### config.mk
export PLATFORM = sky130hd
export DESIGN_NAME = cnt_pwm_gen
export DESIGN_NICKNAME = d
export VERILOG_FILES = /design/src/rtl/cnt_pwm_gen.sv
export SDC_FILE = /design/constraint.sdc
export NUM_CORES = 1
export LEC_CHECK = 0
export CORE_MARGIN = 1.5
export CORE_UTILIZATION = 35
export CTS_CLUSTER_SIZE = 30
export DETAILED_ROUTE_END_ITERATION = 10
export PLACE_DENSITY = 0.64
export SYNTH_ARGS = -nofsm -noshare
export SYNTH_HDL_FRONTEND = slang
export SYNTH_SLANG_ARGS = --single-unit
### constraint.sdc
create_clock -name clk -period 2.35 [get_ports clk]
set_input_delay 0.3525 -clock clk [delete_from_list [all_inputs] [get_ports clk]]
set_output_delay 0.3525 -clock clk [all_outputs]
set_load 0.05 [all_outputs]
### src/rtl/cnt_pwm_gen.sv
// cnt_pwm_gen
//
// Purpose:
//   This block turns the count from an upstream free-running counter into a
//   PWM waveform.
//   - A new duty value is written into a one-deep pending register. It becomes
//     the active duty only at the start of a period, so a period never changes
//     duty part-way through.
//   - A period starts when cnt wraps to 0. A one-cycle period_tick follows
//     each wrap.
//
// Optional feature (macro CNT_PWM_COMP_EN):
//   Adds the complementary output pwm_out_n. A four-state machine holds both
//   outputs low for DEAD cycles around every edge.
//   Without the macro, pwm_out is the registered compare result and the
//   pwm_out_n port does not exist.
//
// Parameters:
//   WIDTH  width of cnt and duty; the period is 2**WIDTH cycles
//   DEAD   dead-time cycles per edge, must be >= 1 (used only with CNT_PWM_COMP_EN)
//
// Ports:
//   clk          in   rising-edge clock
//   reset        in   asynchronous, active-high reset
//   cnt          in   count from the upstream counter (same clock domain)
//   duty_wr      in   write strobe for duty_in
//   duty_in      in   requested number of high counts per period
//   duty_busy    out  pending register is full; writes are ignored while set
//   duty_ack     out  one-cycle pulse when the pending duty becomes active
//   period_tick  out  one-cycle pulse, one cycle after cnt reaches 0 from a non-zero value
//   pwm_out      out  PWM output (high side when CNT_PWM_COMP_EN is defined)
//   pwm_out_n    out  complementary output (only with CNT_PWM_COMP_EN)
module cnt_pwm_gen #(
  parameter int WIDTH = 8,
  parameter int DEAD  = 4
) (
  input  logic             clk,
  input  logic             reset,
  input  logic [WIDTH-1:0] cnt,
  input  logic             duty_wr,
  input  logic [WIDTH-1:0] duty_in,
  output logic             duty_busy,
  output logic             duty_ack,
  output logic             period_tick,
`ifdef CNT_PWM_COMP_EN
  output logic             pwm_out,
  output logic             pwm_out_n
`else
  output logic             pwm_out
`endif
);

  if (DEAD < 1) begin : g_dead_check
    $error("cnt_pwm_gen: DEAD must be at least 1");
  end

  logic [WIDTH-1:0] cnt_p1;
  logic [WIDTH-1:0] pend;
  logic [WIDTH-1:0] duty_act;
  logic             raw_p1;
  logic             start_p0;
  logic [WIDTH-1:0] duty_sel_p0;

  // ---- stage p0: period-start detect and duty selection (combinational) ----
  // cnt_p1 resets to all ones. The first cnt == 0 after reset is therefore a
  // start. A cnt held at 0 produces only one start.
  assign start_p0    = (cnt == '0) && (cnt_p1 != '0);
  // The first count of a period must already use the duty that is being
  // applied in that same cycle.
  assign duty_sel_p0 = (start_p0 && duty_busy) ? pend : duty_act;

  // ---- stage p1: registered compare, tick and duty handshake ----
  always_ff @(posedge clk or posedge reset) begin
    if (reset) begin
      cnt_p1      <= '1;
      period_tick <= 1'b0;
      raw_p1      <= 1'b0;
      pend        <= '0;
      duty_act    <= '0;
      duty_busy   <= 1'b0;
      duty_ack    <= 1'b0;
    end else begin
      cnt_p1      <= cnt;
      period_tick <= start_p0;
      raw_p1      <= (cnt < duty_sel_p0);
      duty_ack    <= 1'b0;
      // Apply takes priority. A write that arrives while busy is dropped,
      // because busy is sampled before the clock edge.
      if (start_p0 && duty_busy) begin
        duty_act  <= pend;
        duty_busy <= 1'b0;
        duty_ack  <= 1'b1;
      end else if (duty_wr && !duty_busy) begin
        pend      <= duty_in;
        duty_busy <= 1'b1;
      end
    end
  end

`ifdef CNT_PWM_COMP_EN
  typedef enum logic [1:0] {S_LO, S_DT_LH, S_HI, S_DT_HL} state_t;
  localparam int DW = $clog2(DEAD + 1);

  state_t        state, state_nxt;
  logic [DW-1:0] dead_cnt, dead_nxt;

  always_comb begin
    state_nxt = state;
    dead_nxt  = dead_cnt;
    case (state)
      S_LO: begin
        if (raw_p1) begin
          state_nxt = S_DT_LH;
          dead_nxt  = DW'(DEAD);
        end
      end
      S_HI: begin
        if (!raw_p1) begin
          state_nxt = S_DT_HL;
          dead_nxt  = DW'(DEAD);
        end
      end
      default: begin
        // Dead time lasts DEAD cycles. The raw level present at expiry picks
        // the next side, so raw pulses shorter than DEAD are absorbed.
        if (dead_cnt <= DW'(1)) begin
          state_nxt = raw_p1 ? S_HI : S_LO;
        end else begin
          dead_nxt = dead_cnt - DW'(1);
        end
      end
    endcase
  end

  // ---- stage p2: dead-time state and registered outputs ----
  always_ff @(posedge clk or posedge reset) begin
    if (reset) begin
      state     <= S_DT_HL;
      dead_cnt  <= DW'(DEAD);
      pwm_out   <= 1'b0;
      pwm_out_n <= 1'b0;
    end else begin
      state     <= state_nxt;
      dead_cnt  <= dead_nxt;
      pwm_out   <= (state_nxt == S_HI);
      pwm_out_n <= (state_nxt == S_LO);
    end
  end
`else
  assign pwm_out = raw_p1;
`endif

endmodule
==> results of run 1 <==
-- layer usage --
metal	vias up	global-route usage	routed length, µm
li1	393	-	-
met3	5	0.0234	59
met5	-	0	0
met4	0	0.0667	52
met1	404	0.182	1130
met2	14	0.221	1240
-- sequential cells by signal, summed over array words and instances, names as in the netlist --
name / count
cnt_p1: 8
duty_act: 8
pend: 8
duty_ack: 1
duty_busy: 1
period_tick: 1
pwm_out: 1
-- Yosys cell counts --
library cell,number,share of area
sky130_fd_sc_hd__dfrtp_1,20,0.40
sky130_fd_sc_hd__dfstp_2,8,0.17
sky130_fd_sc_hd__mux2_1,8,0.072
sky130_fd_sc_hd__mux2i_1,8,0.064
sky130_fd_sc_hd__ha_1,7,0.070
sky130_fd_sc_hd__mux2_2,7,0.063
sky130_fd_sc_hd__inv_1,3,0.0090
sky130_fd_sc_hd__nor2b_1,3,0.015
sky130_fd_sc_hd__a21oi_1,2,0.0080
sky130_fd_sc_hd__nor4_1,2,0.010
sky130_fd_sc_hd__a2111oi_2,1,0.012
sky130_fd_sc_hd__a211oi_1,1,0.0060
sky130_fd_sc_hd__a211oi_4,1,0.016
sky130_fd_sc_hd__a21o_1,1,0.0060
sky130_fd_sc_hd__and3b_1,1,0.0070
sky130_fd_sc_hd__buf_6,1,0.0090
sky130_fd_sc_hd__clkbuf_1,1,0.0030
sky130_fd_sc_hd__inv_2,1,0.0030
sky130_fd_sc_hd__mux2_4,1,0.012
sky130_fd_sc_hd__nand2_4,1,0.0090
sky130_fd_sc_hd__nand4_1,1,0.0050
sky130_fd_sc_hd__nor2_1,1,0.0030
sky130_fd_sc_hd__o21a_1,1,0.0060
sky130_fd_sc_hd__o21ai_0,1,0.0040
sky130_fd_sc_hd__o311a_1,1,0.0080
sky130_fd_sc_hd__or4_1,1,0.0060
sky130_fd_sc_hd__or4_4,1,0.0090
-- worst reg2reg max path: stages (launching register included) --
cell	delay (ns)
sky130_fd_sc_hd__dfstp_2	0.58
sky130_fd_sc_hd__nor4_4	0.05
sky130_fd_sc_hd__a211oi_4	0.31
sky130_fd_sc_hd__nand2_4	0.13
sky130_fd_sc_hd__mux2i_2	0.18
sky130_fd_sc_hd__ha_1	0.35
sky130_fd_sc_hd__a211oi_2	0.31
sky130_fd_sc_hd__nor2b_4	0.08
sky130_fd_sc_hd__a2111oi_4	0.26
-- repair_timing --
action,4_1_cts,5_1_grt
resized for setup,32,3
pin swaps,10,0
hold buffers,0,0
setup buffers,3,0
cloned,1,0
setup endpoints to repair,1,1
-- power breakdown --
group | leakage [nW] | total, W | switching [W] | internal, W
clock network | 0.0210 | 0.000237 | 0.000142 | 0.0000950
logic | 0.439 | 0.000158 | 0.0000700 | 0.0000884
registers | 0.342 | 0.000555 | 0.0000260 | 0.000529
total | 0.802 | 0.000951 | 0.000238 | 0.000712
-- worst min-delay path by stage --
| stage | from | to | slack, ns |
|---|---|---|---|
| 3_3_place_gp | duty_act[6] | duty_act[6] | 0.48 |
| 4_1_cts | cnt[7] | cnt_p1[7] | 0.25 |
| 2_1_floorplan | cnt[0] | cnt_p1[0] | 0.36 |
| 5_1_grt | cnt[3] | cnt_p1[3] | 0.23 |
| 6_report | cnt[3] | cnt_p1[3] | 0.25 |
| 3_5_place_dp | duty_act[1] | duty_act[1] | 0.48 |
-- logic make-up (layout without fill, tap and decap cells) --
family	after synthesis	after routing	share of synthesized area
buffers and inverters	6	47	0.0239
multiplexers	24	24	0.210
AO/OA/AOI/OAI	9	9	0.0658
flip-flops	28	28	0.566
adder cells (fa/ha/maj)	7	7	0.0698
AND/OR/NAND/NOR	11	12	0.0638
-- cell type report --
cell class	instances	share of cell area
clock buffers	4	0.0209
multi-input cells	52	0.338
well taps	46	0.0332
flip-flops and latches	28	0.410
repair buffers	39	0.189
inverters	4	0.00866
-- per-stage QoR --
step | hold slack [ns] | area [µm²]
detailed placement | 0.481 | 1630
global placement | 0.475 | 1630
CTS | 0.247 | 1710
finish | 0.253 | 1730
floorplan | 0.357 | 1260
global route | 0.233 | 1730
==> parameters.txt, run 1 <==
Parameter                              Value

STA
  Number of endpoints failing setup at the final stage    1
  Period utilisation layout    1.02
  Final sum of negative setup slack    -0.0375 ns
  Final setup margin    -0.0375 ns
  Max-slew headroom    0.667
  Max-slew violation count    0
  Number of hold violations in the final report    0
  Worst-Margin Slew    0.498 ns
  RSZ-0062 raised after global routing    yes
  Skew final    0.00727 ns
  Maximum clock rate    419 MHz
  Post-route minimum period    2.39 ns

Clock tree
  Root buffer selected by CTS    sky130_fd_sc_hd__clkbuf_4
  Maximum clock insertion buffer count    2
  Number of levels the H-tree was split into    1
  Number of clock sinks    28
  CTS clock-pin slew for the worst setup and hold paths    0.15 ns
  Worst-skew pair later-pin latency    0.33 ns
  Total clock buffers created by CTS    3
  TritonCTS clock tree    yes

Die
  Area of the placeable core    3390 µm²
  Effective utilization at floorplan    0.370
  Boundary Pins    23
  Horizontal extent of the die    62.9 µm
  Number of standard-cell rows in the floorplan    21
  Die Outline Area    3950 µm²
  Chip height    62.9 µm

Hold path
  Type of the tightest min-delay check    input port to register
  Number of cells traversed by the worst hold path    2

Placement
  Final weighted congestion in routability-driven placement    0.820
  Quantity of I/O buffers inserted on ports    22
  Placed Instances    165
  Pre-CTS setup slack    -0.703 ns
  HPWL after detailed placement    1.76 mm

Synth
  Summed instance area of the synthesized netlist    1250 µm²
  Flop and latch count out of synthesis    28
  Average size of a mapped cell    14.8 µm²
  Number of warnings reported in the yosys synthesis log    0
  Synthesized netlist cell count    85
  Number of unique standard cell types used by synthesis    27
  Post-Syn Nets    111
  Sequential fraction of the synthesis area    0.566

Routing
  Post-DR vias/cell    4.72
  Overall via count from detail_route    816
  Average wire per standard cell    14.3 µm
  Number of remaining DRC errors    0
  Number of iterations in the first detailed-routing pass    4
  Detailed Route Iter0 Violations    17
  Post-route antenna net violation count    0
  Routed wire length    2.48 mm

Final layout
  Leading cell type in the layout, fill and taps excluded    sky130_fd_sc_hd__dfrtp_1
  Highest-count cells in the layout ignoring fill and taps    sky130_fd_sc_hd__dfrtp_1, sky130_fd_sc_hd__buf_4, sky130_fd_sc_hd__clkdlybuf4s50_1, sky130_fd_sc_hd__mux2_1, sky130_fd_sc_hd__dfstp_2
  Fill cells    296
  Inserted Diodes    0
  Final nets    154
  Footprint of the flip-flops and latches    711 µm²
  Share of cells above drive strength 1    0.441
  Layout Utilization    0.512
  Count of non-filler cells in the finished layout    173
  Signed area change from the synthesized netlist to the final layout    38.2%
  Area taken by multi-input logic gates    587 µm²

Global route
  Maximum number of pins on one net before global-route repair    29
  First-pass GRT wire length    4.15 mm
  Antenna violations before repair    0
  Overall overflow remaining after global route    0
  GRT Util Overall    0.138
  Number of global-route vias before repair    875

Critical path
  Largest fanout on the critical path    5
  Crit path kind    input port to register
  Delay-heaviest family, CP    compound AO/OA/AOI/OAI gates
  Data arrival time at the worst-slack endpoint    2.64 ns
  Number of buffers and inverters on the critical path    1
  Chain of cells forming the critical path    clkdlybuf4s15_2 -> or4_4 -> a211oi_4 -> nand2_4 -> mux2i_2 -> ha_1 -> a211oi_2 -> nor2b_4 -> a2111oi_4
  Destination of the critical timing path    pwm_out
  Reg2reg end    pwm_out
  Critical path data required time    2.60 ns
  Cell with the biggest individual delay on the critical path    sky130_fd_sc_hd__or4_4
  Launching instance or port of the critical path    cnt[4]
  Count of cells along the worst register-to-register path    8
  Nature of the critical path startpoint    input port
  Crit path capture type    register
  Launch instance of the worst register-to-register path    cnt_p1[3]
  Stages on the worst setup path    9
  Max incr delay on CP    0.52 ns
  Slack of the worst reg-to-reg path    0.01 ns

Run
  Number of violations of the max-capacitance limit    0

Pwr
  Worst voltage drop across the vdd grid    0.247 mV
  Static leakage power    0.802 nW
  Pwr Total    0.000951 W
  Power density of the placed cells    548 nW/µm²

Run status
  Violations in the final reports    setup timing
  Outcome    finished with violations
Power figures use the tool's default switching activity.
==> run 2, diff against run 1 <==
Settings changed: SLEW_MARGIN set to 10.
==> results of run 2 <==
No change in the layout: final DEF, timing and power equal those of run 1.
